--- src/rtl/sensor_packet_framer.sv ---
// Drains the sensor sample FIFO and frames samples into SYNC/LEN/payload/checksum byte packets.
// Define PKT_CRC8_EN to replace the additive checksum with CRC-8 (poly 0x07).
module sensor_packet_framer #(
  parameter int          DATA_WIDTH     = 16,
  parameter int          ADDR_WIDTH     = 3,
  parameter int          BURST_LEN      = 4,
  parameter int          TIMEOUT_CYCLES = 1024,
  parameter logic [7:0]  SYNC_BYTE      = 8'hA5
) (
  input  logic                  clk,
  input  logic                  rst_n,
  input  logic                  enable,
  output logic                  fifo_rd_en,
  input  logic [DATA_WIDTH-1:0] fifo_rd_data,
  input  logic                  fifo_empty,
  input  logic [ADDR_WIDTH:0]   fifo_count,
  output logic [7:0]            tx_data,
  output logic                  tx_valid,
  input  logic                  tx_ready,
  output logic                  tx_last,
  output logic                  busy,
  output logic [15:0]           pkt_count
);
  localparam int BPS = DATA_WIDTH / 8;
  localparam int CW  = ADDR_WIDTH + 1;
  localparam int TW  = $clog2(TIMEOUT_CYCLES + 1);
  localparam int BW  = (BPS > 1) ? $clog2(BPS) : 1;

  typedef enum logic [2:0] {
    IDLE, HDR_SYNC, HDR_LEN, FETCH, WAIT_DATA, SEND, CHECKSUM
  } state_t;

  state_t                state, state_nx;
  logic [CW-1:0]         len, remaining;
  logic [TW-1:0]         timer;
  logic [7:0]            csum;
  logic [DATA_WIDTH-1:0] shreg;
  logic [BW-1:0]         byte_idx;
  logic                  xfer, full_start, part_start, last_byte;

  function automatic logic [7:0] csum_upd(input logic [7:0] c, input logic [7:0] b);
`ifdef PKT_CRC8_EN
    logic [7:0] x;
    x = c ^ b;
    for (int i = 0; i < 8; i++)
      x = x[7] ? ((x << 1) ^ 8'h07) : (x << 1);
    return x;
`else
    return c + b;
`endif
  endfunction

  assign xfer       = tx_valid && tx_ready;
  assign full_start = enable && (fifo_count >= CW'(BURST_LEN));
  assign part_start = enable && !fifo_empty && (timer == TW'(TIMEOUT_CYCLES - 1));
  assign last_byte  = (byte_idx == BW'(BPS - 1));
  assign busy       = (state != IDLE);

  always_comb begin
    state_nx   = state;
    tx_valid   = 1'b0;
    tx_data    = 8'h00;
    tx_last    = 1'b0;
    fifo_rd_en = 1'b0;
    case (state)
      IDLE:      if (full_start || part_start) state_nx = HDR_SYNC;
      HDR_SYNC: begin
        tx_valid = 1'b1;
        tx_data  = SYNC_BYTE;
        if (tx_ready) state_nx = HDR_LEN;
      end
      HDR_LEN: begin
        tx_valid = 1'b1;
        tx_data  = 8'(len);
        if (tx_ready) state_nx = FETCH;
      end
      // Sole reader with len <= occupancy, so the empty guard is only a safety net.
      FETCH: begin
        if (!fifo_empty) begin
          fifo_rd_en = 1'b1;
          state_nx   = WAIT_DATA;
        end
      end
      WAIT_DATA: state_nx = SEND;
      SEND: begin
        tx_valid = 1'b1;
        tx_data  = shreg[DATA_WIDTH-1 -: 8];
        if (tx_ready && last_byte)
          state_nx = (remaining == CW'(1)) ? CHECKSUM : FETCH;
      end
      CHECKSUM: begin
        tx_valid = 1'b1;
        tx_data  = csum;
        tx_last  = 1'b1;
        if (tx_ready) state_nx = IDLE;
      end
      default:   state_nx = IDLE;
    endcase
  end

  always_ff @(posedge clk) begin
    if (!rst_n) begin
      state     <= IDLE;
      len       <= '0;
      remaining <= '0;
      timer     <= '0;
      csum      <= '0;
      shreg     <= '0;
      byte_idx  <= '0;
      pkt_count <= '0;
    end else begin
      state <= state_nx;
      case (state)
        IDLE: begin
          if (full_start || part_start) begin
            timer     <= '0;
            len       <= full_start ? CW'(BURST_LEN) : fifo_count;
            remaining <= full_start ? CW'(BURST_LEN) : fifo_count;
            csum      <= '0;
            byte_idx  <= '0;
          end else begin
            timer <= (enable && !fifo_empty) ? timer + TW'(1) : '0;
          end
        end
        HDR_LEN:   if (xfer) csum <= csum_upd(csum, tx_data);
        WAIT_DATA: begin
          shreg    <= fifo_rd_data;
          byte_idx <= '0;
        end
        SEND: begin
          if (xfer) begin
            csum  <= csum_upd(csum, tx_data);
            shreg <= shreg << 8;
            if (last_byte) begin
              byte_idx  <= '0;
              remaining <= remaining - CW'(1);
            end else begin
              byte_idx <= byte_idx + BW'(1);
            end
          end
        end
        CHECKSUM:  if (xfer) pkt_count <= pkt_count + 16'd1;
        default: ;
      endcase
    end
  end
endmodule
--- config.mk ---
export PLATFORM = sky130hd
export DESIGN_NAME = sensor_packet_framer
export DESIGN_NICKNAME = d
export VERILOG_FILES = /design/src/rtl/sensor_packet_framer.sv
export SDC_FILE = /design/constraint.sdc
export NUM_CORES = 1
export LEC_CHECK = 0
export BUFFER_PORTS_ARGS = -buffer_cell sky130_fd_sc_hd__buf_2
export CAP_MARGIN = 20
export CORE_MARGIN = 5
export CORE_UTILIZATION = 53
export CTS_CLUSTER_DIAMETER = 200
export DETAILED_ROUTE_END_ITERATION = 12
export PLACE_DENSITY = 0.77
export SLEW_MARGIN = 15
export SYNTH_ARGS = -nofsm -noshare
export SYNTH_HDL_FRONTEND = slang
export SYNTH_SLANG_ARGS = --single-unit
--- constraint.sdc ---
create_clock -name clk -period 3.4 [get_ports clk]
set_input_delay 0.17 -clock clk [delete_from_list [all_inputs] [get_ports clk]]
set_output_delay 0.17 -clock clk [all_outputs]
set_load 0.1 [all_outputs]
==> flow_metrics.env, run 1 <==
export IMPL_rsz0062_at_grt="false"
export IMPL_cts_root_buffer="clkbuf_8"
export IMPL_drt_iter0_drc=188
export IMPL_synth_ff_type="dfxtp_1"
export IMPL_hold_buffers=0
export IMPL_cts_path_max_buffers=2
export IMPL_final_util=0.6288
export IMPL_firstDrtPassIters=5
export IMPL_layoutNonFillerInstCount=551
export IMPL_worstSkewPairLatency_ps=340
export IMPL_grtUsageMet1=0.2730
export IMPL_avgRoutedWirePerCell_microns=15.40
export IMPL_area_delta_synth_final_pct=14.78
export IMPL_start_util=0.5478
export IMPL_end_kind="flop"
export IMPL_final_design_area_no_fill_sq_mm=0.003993
export IMPL_async_reset_ff_frac=0
export IMPL_vias=3248
export IMPL_slew_headroom=0.5243
export IMPL_powerDensity_mw_per_mm2=559.3
export IMPL_syn_area_per_cell_sq_um=8.223
export IMPL_crit_arrival_ps=3220
export IMPL_grt_usage=0.2140
export IMPL_drt_total_wl_microns=8487
export IMPL_outcome="finished, final reports clean"
export IMPL_fp_row_count=29
export IMPL_worstSetupStartpointType="flop"
export IMPL_final_nets=510
export IMPL_ys_ff_latch=63
export IMPL_nFillCells=538
export IMPL_grt_max_degree=29
export IMPL_synth_edf_count=0
export IMPL_top_usage_layer="met2"
export IMPL_clock_sinks=63
export IMPL_dieArea_sq_mm=0.008283
export IMPL_first_global_vias=3159
export IMPL_met3_usage=0.07438
export IMPL_pin_count=53
export IMPL_cap_violations=0
export IMPL_die_width_microns=91.01
export IMPL_vdd_drop_max_mv=0.5698
export IMPL_required_ps=3610
export IMPL_cts_buffers=9
export IMPL_ys_types=58
export IMPL_cp_max_fo=10
export IMPL_clock_fmax_mhz=332.8
export IMPL_drive_gt1_frac=0.1878
export IMPL_total_power_mw=2.233
export IMPL_antenna_found_initial=0
export IMPL_finalHoldViolations=0
export IMPL_cts_tree="built"
export IMPL_p_leak_nw=1.659
export IMPL_syn_nets=464
export IMPL_ys_seq_area_frac=0.3626
export IMPL_hold_class="primary input to flop"
export IMPL_layout_min_cycle_time_ps=3004
export IMPL_ant_nets=0
export IMPL_fin_skew_ps=10.95
export IMPL_crit_type="flop to flop"
export IMPL_drcViolationCount=0
export IMPL_setup_tns_ps=0
export IMPL_antenna_cells=0
export IMPL_clk_pin_slew_ps=70
export IMPL_grt_pass1_wl_microns=14820
export IMPL_post_cts_setup_buffers=0
export IMPL_slew_violations=0
export IMPL_grt_use_met2=0.3407
export IMPL_cts_resized=0
export IMPL_cts_max_level=3
export IMPL_synth_yosys_warnings=0
export IMPL_via_per_inst=5.895
export IMPL_coreArea_sq_mm=0.006350
export IMPL_fp_dieH_microns=91.01
export IMPL_setup_viol=0
export IMPL_gp_congestion=0.9071
export IMPL_grt_ovfl_total=0
export IMPL_synthCells=423
export IMPL_dpl_hpwl_microns=6120
export IMPL_worstMarginPinSlew_ps=706.0
export IMPL_place_area_sq_mm=0.003802
export IMPL_netlist_area_sq_mm=0.003478
export IMPL_fin_crit_sh=0.8837
export IMPL_io_buffers=52
export IMPL_dpl_cell_count=535
## cell families after synthesis
family	count (synthesis)	share of synthesized area
AOI/OAI and AO/OA	103	0.2025
muxes	12	0.03453
buffers and inverters	30	0.03849
DFF	63	0.3626
xor gates and xnor gates	16	0.04029
and+or+nand+nor	183	0.2619
adders and majority gates	16	0.05971
## where the power goes
group	internal, mW	switching, mW
clock	0.355	0.277
sequential	0.777	0.0341
combinational	0.233	0.557
total	1.37	0.868
## critical path, cell delays in order (launching register included)
cell and delay [ps]:
dfxtp_1 390, inv_1 90, ha_1 310, and2_1 270, a22oi_1 150, o21ai_0 100, and2_2 210, ha_1 210
fa_1 420, a21oi_1 180, o21ai_0 160, mux2i_1 140, o21ai_0 170, mux2i_1 80
## worst paths after layout
kind / from / to / slack [ps] / depth (start not counted)
hold / removal: fifo_rd_data[1] / shreg[1]$_SDFFE_PN0P_ / 90 / 3
hold reg to reg: timer[10]$_SDFFE_PN0P_ / timer[10]$_SDFFE_PN0P_ / 470 / 1
setup / recovery: state[0]$_SDFFE_PN0P_ / csum[6]$_SDFFE_PN0P_ / 400 / 13
setup reg to reg: state[0]$_SDFFE_PN0P_ / csum[6]$_SDFFE_PN0P_ / 400 / 13
## final cells by class
cell class              count  area [sq um]  area share
clock buffers              12         145.1     0.03635
clock inverters             4         45.04     0.01128
inverters                  10         37.54    0.009401
multi-input cells         330          2125      0.5321
flip-flops and latches     63          1261      0.3159
well taps                  77         96.34     0.02413
repair buffers             55         282.8     0.07082
## metrics by stage
stage	setup slack (ps)	hold slack [ps]
6_report	395.6	87.69
5_1_grt	188.1	94.92
4_1_cts	430.8	80.38
3_5_place_dp	461.3	427.7
3_3_place_gp	582.4	415.6
2_1_floorplan	60.06	330.8
## layout by cell type (no fill, tap or decap), types with 3 or more instances in the layout
master    instances
a21o_1            3
a21oi_1          22
a22oi_1          15
a311oi_1         10
a31oi_1           4
and2_1            6
and3_1            8
and4_1            3
buf_2            52
buf_4             3
clkbuf_8         10
clkinv_2          3
dfxtp_1          63
ha_1             14
inv_1             8
mux2i_1          12
nand2_1          53
nand2b_1          4
nand3_1          18
nand4_1           4
nor2_1           48
nor2b_4           3
nor3_1            7
nor3b_1           3
o211ai_1          7
o21a_1            3
o21ai_0          20
or3_1             6
xnor2_1           6
xor2_1           10
## state kept, by name, indices dropped and copies added (netlist names)
signal,flops
byte_idx,1
csum,8
len,4
pkt_count,16
remaining,4
shreg,16
state,3
timer,11
## routing by layer
metal	share of wire	wire length (microns)	up-vias
met4	0.014	119	0
met2	0.47	3992	93
met5	0	0	-
li1	-	-	1613
met3	0.068	575	14
met1	0.45	3801	1528
## cell usage after synthesis (2+ instances only)
| cell | count | area, sq um |
|---|---|---|
| and4_1 | 3 | 26.28 |
| or3_1 | 6 | 37.54 |
| nand3b_1 | 2 | 15.01 |
| or2_1 | 2 | 12.51 |
| a211oi_1 | 2 | 15.01 |
| mux2i_1 | 12 | 120.1 |
| nand4_1 | 4 | 25.02 |
| or2_2 | 2 | 12.51 |
| nand2b_1 | 4 | 25.02 |
| a21boi_0 | 2 | 15.01 |
| o21ai_0 | 20 | 100.1 |
| nand3_1 | 18 | 90.09 |
| nor2b_1 | 6 | 37.54 |
| o211a_1 | 2 | 20.02 |
| dfxtp_1 | 63 | 1261 |
| a21o_1 | 3 | 22.52 |
| inv_2 | 2 | 7.510 |
| nor3b_1 | 3 | 22.52 |
| xnor2_1 | 6 | 52.55 |
| buf_2 | 2 | 10.01 |
| buf_6 | 2 | 22.52 |
| o211ai_1 | 7 | 52.55 |
| and3_1 | 8 | 50.05 |
| o21a_1 | 3 | 22.52 |
| nor2_1 | 48 | 180.2 |
| clkbuf_1 | 13 | 48.80 |
| xor2_1 | 10 | 87.58 |
| ha_1 | 15 | 187.7 |
| inv_1 | 8 | 30.03 |
| a311oi_1 | 10 | 87.58 |
| buf_1 | 2 | 7.510 |
| nor3_1 | 7 | 35.03 |
| nand2_1 | 53 | 198.9 |
| a21oi_1 | 22 | 110.1 |
| nor4_1 | 2 | 12.51 |
| and2_1 | 8 | 50.05 |
| a31oi_1 | 4 | 25.02 |
| o31ai_1 | 2 | 15.01 |
| o41ai_1 | 2 | 17.52 |
| a22oi_1 | 15 | 112.6 |
(Power assumes the default switching activity.)
==> run 2, diff against run 1 <==
--- a/config.mk
+++ b/config.mk
@@ -8,10 +8,11 @@
 export BUFFER_PORTS_ARGS = -buffer_cell sky130_fd_sc_hd__buf_2
 export CAP_MARGIN = 20
 export CORE_MARGIN = 5
-export CORE_UTILIZATION = 53
+export CORE_UTILIZATION = 57
 export CTS_CLUSTER_DIAMETER = 200
 export DETAILED_ROUTE_END_ITERATION = 12
-export PLACE_DENSITY = 0.77
+export HOLD_SLACK_MARGIN = 0.08
+export PLACE_DENSITY = 0.82
 export SLEW_MARGIN = 15
 export SYNTH_ARGS = -nofsm -noshare
 export SYNTH_HDL_FRONTEND = slang
==> run 2 against run 1 <==
Effect of this change: global-route usage is 1.6 points higher; non-clock buffer count up 7; clock skew decreased by 2.7 ps; critical path type unchanged; largest power group unchanged.
==> flow_metrics.env, run 2 (synthesis gave the netlist of run 1 again) <==
export IMPL_hp_start="fifo_rd_data[14]"
export IMPL_grt_pass1_wl_microns=14090
export IMPL_grt_usage=0.2304
export IMPL_final_nets=517
export IMPL_worstSkewPairLatency_ps=350
export IMPL_cp_max_fo=10
export IMPL_fin_skew_ps=8.291
export IMPL_place_area_sq_mm=0.003800
export IMPL_fin_crit_sh=0.9090
export IMPL_clk_pin_slew_ps=80
export IMPL_rsz0062_at_grt="false"
export IMPL_cts_root_buffer="clkbuf_8"
export IMPL_p_clk_frac=0.332
export IMPL_cts_max_level=3
export IMPL_slowest_delay_ps=410
export IMPL_worstMarginPinSlew_ps=716.6
export IMPL_worst_path_max_delay_cell="fa_1"
export IMPL_cts_tree="built"
export IMPL_grt_max_degree=34
export IMPL_crit_arrival_ps=3320
export IMPL_drt_iter0_drc=286
export IMPL_clock_sinks=63
export IMPL_slew_violations=0
export IMPL_cp_common_cell="o21ai_0"
export IMPL_required_ps=3630
export IMPL_cts_path_max_buffers=2
export IMPL_gp_congestion=0.9531
export IMPL_power_frac_comb=0.333
export IMPL_area_delta_synth_final_pct=18.31
export IMPL_cts_buffers=9
export IMPL_first_global_vias=3121
export IMPL_hold_class="primary input to flop"
export IMPL_final_util=0.6951
export IMPL_outcome="finished, final reports clean"
export IMPL_end_kind="flop"
export IMPL_cpLargestDelayFamily="adder cells"
export IMPL_fp_dieH_microns=88.12
export IMPL_post_cts_setup_buffers=0
export IMPL_ant_nets=0
export IMPL_internal_power_mw=1.519
export IMPL_drive_gt1_frac=0.1892
export IMPL_cap_violations=0
export IMPL_cp_buffers_inverters=1
export IMPL_layout_min_cycle_time_ps=3091
export IMPL_layout_commonest_cell="dfxtp_1"
export IMPL_pin_count=53
export IMPL_antenna_cells=0
export IMPL_clock_fmax_mhz=323.5
export IMPL_fp_row_count=28
export IMPL_multi_input_area_sq_mm=0.002125
export IMPL_p_seq_frac=0.335
export IMPL_grt_ovfl_total=0
export IMPL_swShare=0.3732
export IMPL_drt_total_wl_microns=8478
export IMPL_final_cell_mix="dfxtp_1 (63), nand2_1 (53), buf_2 (52)"
export IMPL_dieArea_sq_mm=0.007764
export IMPL_io_buffers=52
export IMPL_powerDensity_mw_per_mm2=588.9
export IMPL_finalHoldViolations=0
export IMPL_p_leak_nw=1.711
export IMPL_setup_viol=0
export IMPL_worstPathCellList="inv_1 > ha_1 > and2_1 > a22oi_1 > o21ai_0 > and2_2 > ha_1 > fa_1 > a21oi_1 > o21ai_0 > mux2i_1 > o21ai_0 > mux2i_1"
export IMPL_reg2reg_from="state[0]$_SDFFE_PN0P_"
export IMPL_via_per_inst=5.991
export IMPL_dpl_hpwl_microns=5917
export IMPL_p_switching_uw=904.5
export IMPL_coreArea_sq_mm=0.005921
export IMPL_drcViolationCount=0
export IMPL_setup_tns_ps=0
export IMPL_antenna_found_initial=0
export IMPL_crit_type="flop to flop"
export IMPL_reg_largest_list="pkt_count: 16 flops, shreg: 16 flops, timer: 11 flops"
export IMPL_nFillCells=503
export IMPL_vias=3331
export IMPL_vdd_drop_max_mv=0.5462
export IMPL_worstSetupStartpointType="flop"
export IMPL_slew_headroom=0.5172
export IMPL_final_design_area_no_fill_sq_mm=0.004115
export IMPL_total_power_mw=2.424
export IMPL_firstDrtPassIters=6
export IMPL_setup_worst_path_start="state[0]$_SDFFE_PN0P_"
export IMPL_start_util=0.5875
export IMPL_seqCellArea_sq_mm=0.001261
export IMPL_die_width_microns=88.12
export IMPL_avgRoutedWirePerCell_microns=15.25
run 2: changes by cell type in the layout (fill, tap and decap cells not counted):
cell,previous run,this run
dlygate4sd3_1,0,7
clkinvlp_4,0,1
bufinv_16,1,3
clkbuf_1,2,0
clkinv_2,3,2
run 2: tightest hold or removal path, delay by kind of cell:
| kind | cells | cell delay [ps] |
|---|---|---|
| AOI/OAI and AO/OA | 1 | 80 |
| buffers and inverters | 1 | 100 |
| and+or+nand+nor | 1 | 50 |
run 2: final cells by class:
cell class	count	share of cell area
Multi-Input combinational cell	330	0.5163
Sequential cell	63	0.3065
Inverter	10	0.009121
Tap cell	75	0.02280
Timing Repair Buffer	62	0.08574
Clock inverter	6	0.02615
Clock buffer	10	0.03344
run 2: worst paths after layout:
check                                         endpoint  slack, ps  cells past startpoint
worst max-delay path              csum[6]$_SDFFE_PN0P_        310                     13
worst min-delay path            shreg[14]$_SDFFE_PN0P_         90                      3
worst max register to register    csum[6]$_SDFFE_PN0P_        310                     13
worst min register to register  timer[10]$_SDFFE_PN0P_        460                      1
run 2: power by group through the flow:
stage	clock (mW)	combinational (mW)	sequential (mW)
6_report	0.805	0.808	0.811
5_1_grt	0.856	0.861	0.814
4_1_cts	0.814	0.796	0.809
3_5_place_dp	0	0.781	0.827
3_3_place_gp	0	0.772	0.824
2_1_floorplan	0	0.656	0.815
run 2: timing repair:
action	CTS	global route
hold buffers	7	0
endpoints found under the hold margin	7	0
gates resized for setup	0	0
run 2: routing by layer:
| metal | GRT usage | part of all wire | vias to the layer above |
|---|---|---|---|
| li1 | - | - | 1636 |
| met4 | 0.07555 | 0.023 | 0 |
| met2 | 0.3685 | 0.45 | 119 |
| met1 | 0.2991 | 0.46 | 1548 |
| met5 | 0 | 0 | - |
| met3 | 0.06773 | 0.069 | 28 |
run 2: per-stage QoR:
stage / worst slack (ps) / cells / hold slack [ps]
final: 309.3 / 556 / 91.61
after floorplan: 60.06 / 423 / 330.8
after global routing: 88.01 / 556 / 93.13
after detailed placement: 417.7 / 533 / 427.4
after CTS: 392.5 / 556 / 80.40
after global placement: 547.0 / 533 / 416.5
